**config.mk**
```make
export PLATFORM = sky130hd
export DESIGN_NAME = branch_flag_unit
export DESIGN_NICKNAME = d
export VERILOG_FILES = /design/src/rtl/rnbip_pkg.sv /design/src/rtl/flag_cond_eval.sv /design/src/rtl/branch_flag_unit.sv
export SDC_FILE = /design/constraint.sdc
export NUM_CORES = 1
export LEC_CHECK = 0
export BUFFER_PORTS_ARGS = -buffer_cell sky130_fd_sc_hd__buf_2
export CAP_MARGIN = 20
export CELL_PAD_IN_SITES_DETAIL_PLACEMENT = 1
export CELL_PAD_IN_SITES_GLOBAL_PLACEMENT = 1
export CORE_MARGIN = 2
export CORE_UTILIZATION = 36
export DETAILED_ROUTE_END_ITERATION = 10
export PLACE_DENSITY_LB_ADDON = 0.08
export REMOVE_ABC_BUFFERS = 1
export SYNTH_ARGS = -nofsm -noshare
export SYNTH_HDL_FRONTEND = slang
export SYNTH_SLANG_ARGS = --single-unit
```
**constraint.sdc**
```tcl
create_clock -name clk -period 2.15 [get_ports clk]
set_input_delay 0.215 -clock clk [delete_from_list [all_inputs] [get_ports clk]]
set_output_delay 0.215 -clock clk [all_outputs]
set_load 0.01 [all_outputs]
```
**src/rtl/rnbip_pkg.sv**
```systemverilog
// Shared definitions for the branch/flag unit: flag bit positions,
// condition-code encodings, flag reset value and FSM state encoding.
package rnbip_pkg;

  localparam int FLG_Z = 0;
  localparam int FLG_C = 1;
  localparam int FLG_S = 2;
  localparam int FLG_P = 3;

  localparam logic [3:0] CC_ALWAYS = 4'd0;
  localparam logic [3:0] CC_Z      = 4'd1;
  localparam logic [3:0] CC_NZ     = 4'd2;
  localparam logic [3:0] CC_C      = 4'd3;
  localparam logic [3:0] CC_NC     = 4'd4;
  localparam logic [3:0] CC_POS    = 4'd5;
  localparam logic [3:0] CC_NEG    = 4'd6;
  localparam logic [3:0] CC_PO     = 4'd7;
  localparam logic [3:0] CC_PE     = 4'd8;

  // Flags of a zero ALU result: P=0, S=1, C=0, Z=1.
  localparam logic [3:0] FLAG_RESET = 4'b0101;

  typedef enum logic {
    ST_IDLE  = 1'b0,
    ST_FLUSH = 1'b1
  } state_t;

endpackage

```
**src/rtl/flag_cond_eval.sv**
```systemverilog
// Combinational condition evaluator: decides whether a condition code is
// satisfied by a flag vector and flags reserved codes.
module flag_cond_eval
  import rnbip_pkg::*;
(
  input  logic [3:0] flags,
  input  logic [3:0] cc,
  output logic       taken,
  output logic       illegal
);

  // Decode the condition code against the supplied flags.
  always_comb begin
    taken   = 1'b0;
    illegal = 1'b0;
    case (cc)
      CC_ALWAYS: taken = 1'b1;
      CC_Z:      taken = flags[FLG_Z];
      CC_NZ:     taken = ~flags[FLG_Z];
      CC_C:      taken = flags[FLG_C];
      CC_NC:     taken = ~flags[FLG_C];
      CC_POS:    taken = flags[FLG_S];
      CC_NEG:    taken = ~flags[FLG_S];
      CC_PO:     taken = flags[FLG_P];
      CC_PE:     taken = ~flags[FLG_P];
      default: begin
        taken   = 1'b0;
        illegal = 1'b1;
      end
    endcase
  end

endmodule

```
**src/rtl/branch_flag_unit.sv**
```systemverilog
// Architectural flag register with interrupt shadow, and conditional branch
// resolution with same-cycle flag bypass, PC load and younger-stage flush.
module branch_flag_unit
  import rnbip_pkg::*;
#(
  parameter int ADDR_W       = 8,
  parameter int FLUSH_CYCLES = 2
) (
  input  logic              clk,
  input  logic              rst_n,
  input  logic [3:0]        flag_in,
  input  logic              flag_we,
  input  logic              flag_pending,
  input  logic              save_req,
  input  logic              restore_req,
  input  logic              br_valid,
  output logic              br_ready,
  input  logic [3:0]        br_cc,
  input  logic [ADDR_W-1:0] br_target,
  output logic              cin_out,
  output logic [3:0]        flags_out,
  output logic              res_valid,
  output logic              res_taken,
  output logic              illegal_cc,
  output logic              pc_load,
  output logic [ADDR_W-1:0] pc_target,
  output logic              flush
);

  localparam logic [2:0] FLUSH_LAST = 3'(FLUSH_CYCLES - 1);

  logic [3:0]        flags_r;
  logic [3:0]        shadow_r;
  logic [3:0]        eff_s;
  logic              taken_s;
  logic              illegal_s;
  logic              accept_s;
  state_t            state_r;
  state_t            state_next_s;
  logic [2:0]        cnt_r;
  logic [2:0]        cnt_next_s;
  logic              res_valid_r;
  logic              res_taken_r;
  logic              illegal_r;
  logic              pc_load_r;
  logic [ADDR_W-1:0] pc_target_r;
  logic              flush_r;

  // Effective flags: restore beats a fresh ALU write, which beats the register.
  always_comb begin
    eff_s = flags_r;
    if (restore_req) begin
      eff_s = shadow_r;
    end else if (flag_we) begin
      eff_s = flag_in;
    end else begin
      eff_s = flags_r;
    end
  end

  flag_cond_eval u_cond (
    .flags   (eff_s),
    .cc      (br_cc),
    .taken   (taken_s),
    .illegal (illegal_s)
  );

  assign br_ready = (state_r == ST_IDLE) && !flag_pending && rst_n;
  assign accept_s = br_valid && br_ready;

  // Flag register and interrupt shadow.
  always_ff @(posedge clk or negedge rst_n) begin
    if (!rst_n) begin
      flags_r  <= FLAG_RESET;
      shadow_r <= FLAG_RESET;
    end else begin
      flags_r <= eff_s;
      if (save_req && !restore_req) begin
        shadow_r <= eff_s;
      end
    end
  end

  // FSM state and flush counter registers.
  always_ff @(posedge clk or negedge rst_n) begin
    if (!rst_n) begin
      state_r <= ST_IDLE;
      cnt_r   <= 3'd0;
    end else begin
      state_r <= state_next_s;
      cnt_r   <= cnt_next_s;
    end
  end

  // Next-state logic: a taken branch holds flush for FLUSH_CYCLES cycles.
  always_comb begin
    state_next_s = state_r;
    cnt_next_s   = cnt_r;
    case (state_r)
      ST_IDLE: begin
        if (accept_s && taken_s) begin
          state_next_s = ST_FLUSH;
          cnt_next_s   = FLUSH_LAST;
        end else begin
          state_next_s = ST_IDLE;
          cnt_next_s   = 3'd0;
        end
      end
      ST_FLUSH: begin
        if (cnt_r == 3'd0) begin
          state_next_s = ST_IDLE;
          cnt_next_s   = 3'd0;
        end else begin
          state_next_s = ST_FLUSH;
          cnt_next_s   = cnt_r - 3'd1;
        end
      end
      default: begin
        state_next_s = ST_IDLE;
        cnt_next_s   = 3'd0;
      end
    endcase
  end

  // Registered resolution pulses, PC redirect and flush.
  always_ff @(posedge clk or negedge rst_n) begin
    if (!rst_n) begin
      res_valid_r <= 1'b0;
      res_taken_r <= 1'b0;
      illegal_r   <= 1'b0;
      pc_load_r   <= 1'b0;
      pc_target_r <= '0;
      flush_r     <= 1'b0;
    end else begin
      res_valid_r <= accept_s;
      res_taken_r <= accept_s && taken_s;
      illegal_r   <= accept_s && illegal_s;
      pc_load_r   <= accept_s && taken_s;
      flush_r     <= (state_next_s == ST_FLUSH);
      if (accept_s && taken_s) begin
        pc_target_r <= br_target;
      end
    end
  end

  // Carry goes back to the ALU from the register only, never from flag_in.
  assign cin_out    = flags_r[FLG_C];
  assign flags_out  = flags_r;
  assign res_valid  = res_valid_r;
  assign res_taken  = res_taken_r;
  assign illegal_cc = illegal_r;
  assign pc_load    = pc_load_r;
  assign pc_target  = pc_target_r;
  assign flush      = flush_r;

endmodule

```
==> results of run 1 <==
-- how the worst min path moves through the flow --
stage,to,depth (start not counted),start,slack [ns]
final,pc_target[7]$_DFFE_PN0P_,2,br_target[7],0.12
after global routing,pc_target[4]$_DFFE_PN0P_,2,br_target[4],0.1
after global placement,res_valid$_DFF_PN0_,2,rst_n,0.24
after detailed placement,cnt_r[2]$_DFF_PN0_,2,rst_n,0.25
after floorplan,cnt_r[0]$_DFF_PN0_,0,rst_n,-0.08
after CTS,pc_target[7]$_DFFE_PN0P_,2,br_target[7],0.11
-- per-layer routing --
layer / global-route usage [%] / wire, um / vias up
met5: 0 / 0 / -
met4: 6.82 / 21 / 0
met3: 2.18 / 115 / 2
met2: 24.9 / 1270 / 22
met1: 23.0 / 1240 / 432
li1: - / - / 419
-- cell families (layout without fill, tap and decap cells) --
kind of cell,Yosys count,in the layout
adders and majority gates,2,2
AOI/OAI and AO/OA,11,11
muxes,20,20
buffers and inverters,10,69
and+or+nand+nor,19,19
DFF,23,23
-- stage by stage --
| step | cells | setup TNS, ns | area, sq um | utilization, % |
|---|---|---|---|---|
| after floorplan | 82 | -2.98 | 1070 | - |
| after CTS | 177 | 0 | 1510 | 50.7 |
| final | 177 | 0 | 1530 | 51.3 |
| after detailed placement | 171 | -3.24 | 1440 | 48.2 |
| after global routing | 177 | -0.00420 | 1530 | 51.3 |
| after global placement | 171 | -2.20 | 1440 | 48.2 |
-- report_power, final --
group	switching (W)	leakage (nW)	total, W	internal (W)
Clock	0.000137	0.0177	0.000207	0.0000696
Sequential	0.0000494	0.285	0.000589	0.000539
Combinational	0.000171	0.478	0.000383	0.000211
-- worst max-delay path: cells and delay by family, from the launching register on --
family / cells / cell delay, ns
DFF: 1 / 0.40
muxes: 3 / 1.03
AOI/OAI and AO/OA: 2 / 0.38
buffers and inverters: 1 / 0.16
-- layout by cell type, fill, tap and decap left out, drive strengths merged, types with 3 or more instances in the layout --
cell and count:
clkbuf 3, buf 57, o21ai 3, dfrtp 19, dfstp 4, inv 6
nand2 7, nor2 3, mux2i 4, mux2 14
-- flip-flops by register name (all words and copies together) (netlist names) --
| name | flops |
|---|---|
| cnt_r | 3 |
| flags_out | 4 |
| flush | 1 |
| illegal_cc | 1 |
| pc_load | 1 |
| pc_target | 8 |
| res_valid | 1 |
| shadow_r | 4 |
-- final cells by class --
class                   count  area (sq um)
clock inverters             1          5.00
inverters                   7          26.3
fillers                   345          1450
well taps                  33          41.3
clock buffers               3          22.5
repair buffers             58           348
multi-input cells          52           504
flip-flops and latches     23           581
-- timing repair --
item	in CTS	in global routing
buffers inserted	1	0
hold buffers	1	0
pin swaps	1	0
hold endpoints to repair	19	0
resized for setup	2	4
endpoints found under the setup margin	11	8
==> results.md, run 1 <==
Synthesis:
- The adder-cell area share of the yosys netlist is roughly 2.3%.
- The xor-xnor portion of the synthesized cell area is 0%.
- The compound-cell area share of the yosys netlist is a little over 7%.
- By area, the combinational part of the netlist is dominated by multiplexers.
- By area the synthesized netlist is led by dfrtp_1 (43%), mux2_2 (14%), dfstp_2 (9.6%), mux2i_1 (3.7%), nand2_1 (2.4%).
- The post-synthesis mux area share is ~22%.
- The most repeated cell in the gate-level netlist after synthesis is dfrtp_1.
- The number of warnings reported in the yosys synthesis log is 0.
- The gate count after technology mapping is 85.
- Synthesis inferred 23 register bits.
- The cell taking the most area after synthesis is dfrtp_1.
- After Yosys synthesis, and, or, nand and nor cells account for 10.4% of the synthesized area.
- The per-instance average area after synthesis is ~13 sq um.
- The synthesized netlist contains 31 unique library cells.
- The most frequently used flop master after synthesis is dfrtp_1.
- By count the netlist is led by dfrtp_1 (19), mux2_2 (14), nand2_1 (7), inv_1 (6).
- Of the synthesized area, sequential elements account for 53.0%.
- In this run the cell area of the synthesized design comes to 0.00110 sq mm.
- In this run the biggest area consumer among cell types represents a little over two fifths of the synthesized area.
- The fraction of registers with async set/reset is 100%.
- The number of enable flip-flop cells after synthesis is 0.

Clocking:
- The number of buffers created by CTS is 3.
- The clock reaches the later pin of the worst-skew pair after between 0.3 and 0.4 ns.
- After clock tree synthesis, the clock-pin slew on the worst setup and hold paths is approximately 0.13 ns.
- The clock drives 23 sinks.
- In this run the clock root is driven by a clkbuf_4.
- In this run the number of H-tree levels came out at 1.
- TritonCTS built the clock tree.
- The longest clock path from root to sink contains 2 buffers.

Drt:
- Wires add up to approximately 2700 um.
- The detailed router's first-iteration violation count is 15.
- The count of nets left with antenna violations once routing finished came out at 0.
- The number of vias in the routed layout is around 880.
- The mean routed wirelength per cell is around 15 um.
- The number of optimization iterations in the first detailed-route pass is 4.
- The per-cell via count in the routed design is between 4 and 5.
- The post-detailed-route DRC marker count is 0.

GRT:
- The wire length of the first global-routing pass is ~4200 um.
- The initial antenna violation count is 0.
- The via count of the first global-routing pass is 882.
- Global routing finished with a remaining overflow of 0.
- The total global routing track utilization is 16.2%.
- The maximum number of pins on one net before global-route repair is 25.

Final layout:
- The share of cells above drive strength 1 is between 60% and 70%.
- The repair_antennas step left the layout with diodes totalling 0.
- The count of nets after finishing is 170.
- The area growth from synthesis to final layout is 39.4%.

Critical path:
- The register-to-register setup slack is between 0.07 and 0.08 ns.
- The data arrival time of the critical path is around 2.3 ns.
- The startpoint identified for the worst register-to-register timing path is flags_out[0]$_DFF_PN1_.
- The critical path startpoint is flags_out[0]$_DFF_PN1_.
- The worst register-to-register path ends at pc_target[2]$_DFFE_PN0P_.
- The critical path goes through mux2_2 > mux4_2 > a211oi_2 > a311oi_4 > buf_12 > mux2_2.
- The worst setup path is of the reg2reg kind.
- For the worst setup path, the data required time is 2.37 ns.
- The startpoint kind of the worst setup timing path is a register.
- The worst setup path is captured at a register.
- Among the stages of the critical path, the cell type that occurs most often is mux2_2.
- The most critical setup path has its endpoint at pc_target[2]$_DFFE_PN0P_.
- The highest fanout seen on the critical path is 11.
- The standard cell with the maximum stage delay on the critical path is mux4_2.
- The cell count of the worst reg-to-reg path is 6.
- The largest stage delay on the critical path is a little under 0.5 ns.

STA:
- The fraction of the cycle the final worst path needs is 96.4%.
- The time the worst path needs with I/O delays and setup is 2.07 ns.
- The final number of hold-violating endpoints is 0.
- The clock arrives with between 0.002 and 0.003 ns of skew.
- Hold is met by approximately 0.12 ns.
- Headroom to the max-slew limit came out at about four fifths.
- The final setup slack of the worst path is around 0.077 ns.
- The number of pins exceeding their max-slew limit in the final report is 0.
- The count of endpoints failing setup in the final report is 0.
- Based on the critical path, the design can be clocked at up to 0.482 GHz.
- For the pin with the worst max-slew slack, the measured transition is approximately 0.32 ns.

Run status:
- The run finished with clean final reports.

Die:
- After floorplanning, the core was divided into 20 placement rows.
- Pin placement for this block handled 42 I/O pins.
- The die covers between 0.003 and 0.004 sq mm.
- The area of the core region is around 0.0030 sq mm.
- The floorplan die height is ~59 um.
- For this configuration, the core starts out at a cell density of approximately 37%.
- The die width is approximately 60 um.

Power:
- The total power after layout is approximately 0.0012 W.
- The standby leakage power is 0.781 nW.
- The power per cell area is 771 mW/mm^2.
- The peak ir drop on the vdd network is between 0.0004 and 0.0005 V.

Hold path:
- The tightest min-delay check is of the in2reg type.

Placed design:
- The placed wire-length estimate after detailed placement is about 2000 um.
- The final weighted congestion of routability-driven global placement is 0.870.
- During placement, the flow inserted port buffers numbering 41.
- The worst setup slack before clock tree synthesis is -0.363 ns.

Job:
- The max-capacitance violation count is 0.
No activity file was read; power rests on OpenSTA's default activity.
==> run 2: changes to the inputs <==
CORE_UTILIZATION = 38   (was 36)
CTS_BUF_LIST = sky130_fd_sc_hd__clkbuf_4   (was default)
==> run 2 against run 1 <==
Effect of this change: clock skew is 0.0063 ns higher; sequential power barely moved; wire length decreased by 2.5%; combinational power is 5.2% lower; non-clock buffer count down 2; final area fell by 1.6%; clock-buffer cell count is the same; worst hold slack lost 0.0055 ns; worst setup slack improved by 0.025 ns; die area down 4.9%; final cell count fell by 2.3%; via count is 0.69% lower; largest cell class unchanged.
==> results.md, run 2 (synthesis results as in run 1) <==
Critical path:
- The startpoint-to-endpoint class of the critical path is reg2reg.
- The register-to-register setup slack is 0.10 ns (+0.02 ns).
- The required arrival time at the worst endpoint was 2.36 ns (about the same).
- The data arrival time of the critical path is 2.26 ns (-0.03 ns).
- The end of the worst register-to-register path is pc_target[2]$_DFFE_PN0P_.
- The worst setup path is launched from a register.
- The highest fanout seen on the critical path is 8 (-3).
- The kind of capture point of the worst setup path is a register.
- The cell count of the worst reg-to-reg path came to 6 (unchanged).
- In this run the critical register-to-register path is launched from flags_out[1]$_DFF_PN0_.

Die:
- The floorplan die height is 57.7 um (-2.5%).
- The area of the core region is 0.00276 sq mm (-7.4%).
- The full die area was 0.00333 sq mm (-4.9%).
- The die width is 57.7 um (-2.5%).
- The initial core utilization is 39.7% (+2.9 points).
- The floorplan row count is 19 (-5.0%).
- The count of boundary I/O pins came to 42 (unchanged).

Job:
- The max-capacitance violation count was 0 (unchanged).

STA:
- The hold slack was 0.112 ns (-0.00554 ns).
- The maximum clock frequency is 0.488 GHz (+1.2%).
- The number of pins exceeding their max-slew limit in the final report is 0 (unchanged).
- Setup repair after global routing left no endpoint under its margin.
- The time the worst path needs with I/O delays and setup was 2.05 ns (-0.0248 ns).
- The relative max-transition margin is 73.1% (-4.9 points).
- The final number of hold-violating endpoints came to 0 (unchanged).
- The final clock skew is 0.00907 ns (+0.00634 ns).
- The pin slew with the least headroom to its limit came to 0.402 ns (+0.0826 ns).
- The final setup TNS is 0 ns (unchanged).
- The fraction of the cycle the final worst path needs came to 95.3% (-1.2 points).
- The count of endpoints failing setup in the final report is 0 (unchanged).

Drt:
- The final routed wirelength across all metal layers is 2590 um (-2.5%).
- The number of optimization iterations in the first detailed-route pass is 3 (-1).
- The detailed router's first-iteration violation count is 16 (+1).
- The mean routed wirelength per cell is 14.9 um (-0.27%).
- The post-detailed-route DRC marker count is 0 (unchanged).
- The final antenna-violating net count is 0 (unchanged).
- The number of vias in the routed layout is 869 (-0.69%).
- The per-cell via count in the routed design is 5.02 (+1.6%).

Placed design:
- The placed wire-length estimate after detailed placement is 2010 um (-0.65%).
- The quantity of I/O buffers inserted on ports is 41 (unchanged).
- The final weighted congestion of routability-driven global placement is 0.786 (-9.6%).

Clocking:
- The number of buffers created by CTS came to 3 (unchanged).
- The clock latency reported for the late side of the worst-skew pair is 0.32 ns (about the same).
- The number of buffers between clock root and the deepest sink is 2 (unchanged).
- The clock transition at the registers of the reported paths was 0.14 ns (about the same).
- The TritonCTS clock tree is built.
- The master cell of the clock root buffer is clkbuf_4.
- The sink count of the clock tree is 23 (unchanged).
- The maximum level of the CTS H-tree is 1 (unchanged).

Power:
- The internal power consumption is 0.000807 W (-1.7%).
- The switching part of the total came to 30.4% (+0.049 points).
- The combinational share of power came to 31.3% (-1.2 points).
- The power per cell area is 771 mW/mm^2 (about the same).
- The portion of total power attributed to the clock network is 17.9% (+0.4 points).
- The peak ir drop on the vdd network is 0.000627 V (+48%).
- The standby leakage power is 0.764 nW (-2.1%).
- The switching component of the power is 0.000353 W (-1.4%).
- The total power after layout came to 0.00116 W (-1.6%).
- The register share of total power is 50.8% (+0.8 points).

Hold path:
- For hold timing, the worst endpoint is pc_target[0]$_DFFE_PN0P_.
- The number of stages on the worst hold path came to 2 (unchanged).
- The type of the worst min-delay path is in2reg.
- The startpoint of the most critical hold path is br_target[0].

GRT:
- The via count of the first global-routing pass came to 979 (+11%).
- The initial antenna violation count is 0 (unchanged).
- The maximum number of pins on one net before global-route repair is 25 (unchanged).
- The total grt overflow was 0 (unchanged).
- The total global routing track utilization was 17.5% (+1.3 points).
- The wire length of the first global-routing pass came to 4440 um (+6.5%).

Final layout:
- The most common library cell in the layout ignoring fill and taps is buf_2.
- The area growth from synthesis to final layout is 37.2%.
- The count of nets after finishing is 168 (-1.2%).
- The number of antenna cells inserted is 0 (unchanged).
- The number of flip-flops under the largest register name was 8 (unchanged).
- In the layout the commonest cells are buf_2 (41), dfrtp_1 (19), mux2_2 (14).
- The end-of-flow core utilization is 54.5% (+3.2 points).
- The share of cells above drive strength 1 is 61.3% (+0.16 points).

Run status:
- The run finished with clean final reports.
## run 2: cell types whose count changed in the layout (fill, tap and decap cells not counted)
cell	previous run	this run
buf_4	15	13
mux2i_2	0	2
a211oi_2	1	0
a211oi_4	0	1
buf_12	1	0
buf_6	0	1
mux2i_1	3	2
mux2i_4	1	0
## run 2: worst max path at each step
| stage | from | to | slack [ns] | depth (start not counted) |
|---|---|---|---|---|
| 4_1_cts | flags_out[3]$_DFF_PN0_ | pc_target[2]$_DFFE_PN0P_ | 0.06 | 6 |
| 3_5_place_dp | flag_we | pc_target[3]$_DFFE_PN0P_ | -0.34 | 6 |
| 2_1_floorplan | flags_out[1]$_DFF_PN0_ | pc_target[0]$_DFFE_PN0P_ | -0.34 | 5 |
| 6_report | flags_out[1]$_DFF_PN0_ | pc_target[2]$_DFFE_PN0P_ | 0.10 | 6 |
| 5_1_grt | flags_out[1]$_DFF_PN0_ | pc_target[2]$_DFFE_PN0P_ | 0.01 | 6 |
| 3_3_place_gp | flag_we | pc_target[3]$_DFFE_PN0P_ | -0.26 | 6 |
## run 2: stage by stage
step	setup WS [ns]	cell area [sq um]	cells
floorplan	-0.338	1070	82
global placement	-0.262	1410	166
detailed placement	-0.336	1410	166
CTS	0.0562	1480	173
global route	0.0119	1500	173
finish	0.101	1500	173
## run 2: critical path, cell delays in order (launching register included)
cell and delay (ns):
dfrtp_1 0.41, mux2i_2 0.24, mux4_4 0.35, mux2i_2 0.09, a311oi_4 0.34, buf_6 0.18, mux2_2 0.33
## run 2: layout make-up
| class | count | area, sq um |
|---|---|---|
| Timing Repair Buffer | 56 | 324 |
| Inverter | 7 | 26.3 |
| Clock inverter | 1 | 5.00 |
| Fill cell | 326 | 1250 |
| Clock buffer | 3 | 22.5 |
| Sequential cell | 23 | 581 |
| Tap cell | 31 | 38.8 |
| Multi-Input combinational cell | 52 | 507 |
## run 2: what timing repair did
action | CTS | global route
setup buffers | 2 | 0
pin swaps | 1 | 1
hold buffers | 1 | 0
gates resized for setup | 2 | 6
endpoints found under the setup margin | 11 | 6
hold endpoints to repair | 19 | 0
## run 2: routing by layer
metal | GRT usage [%] | share of wire (%) | vias to the layer above | routed length, um
met5 | 0 | 0 | - | 0
met4 | 7.31 | 1.4 | 0 | 35
met3 | 2.23 | 5.6 | 4 | 146
met2 | 31.0 | 52 | 31 | 1340
met1 | 21.5 | 41 | 423 | 1070
li1 | - | - | 411 | -
## run 2: power groups by stage
stage	clock, W	sequential (W)	combinational [W]
after floorplan	0	0.000633	0.000136
after global placement	0	0.000591	0.000339
after detailed placement	0	0.000600	0.000351
after CTS	0.000215	0.000592	0.000360
after global routing	0.000228	0.000606	0.000401
final	0.000207	0.000589	0.000363
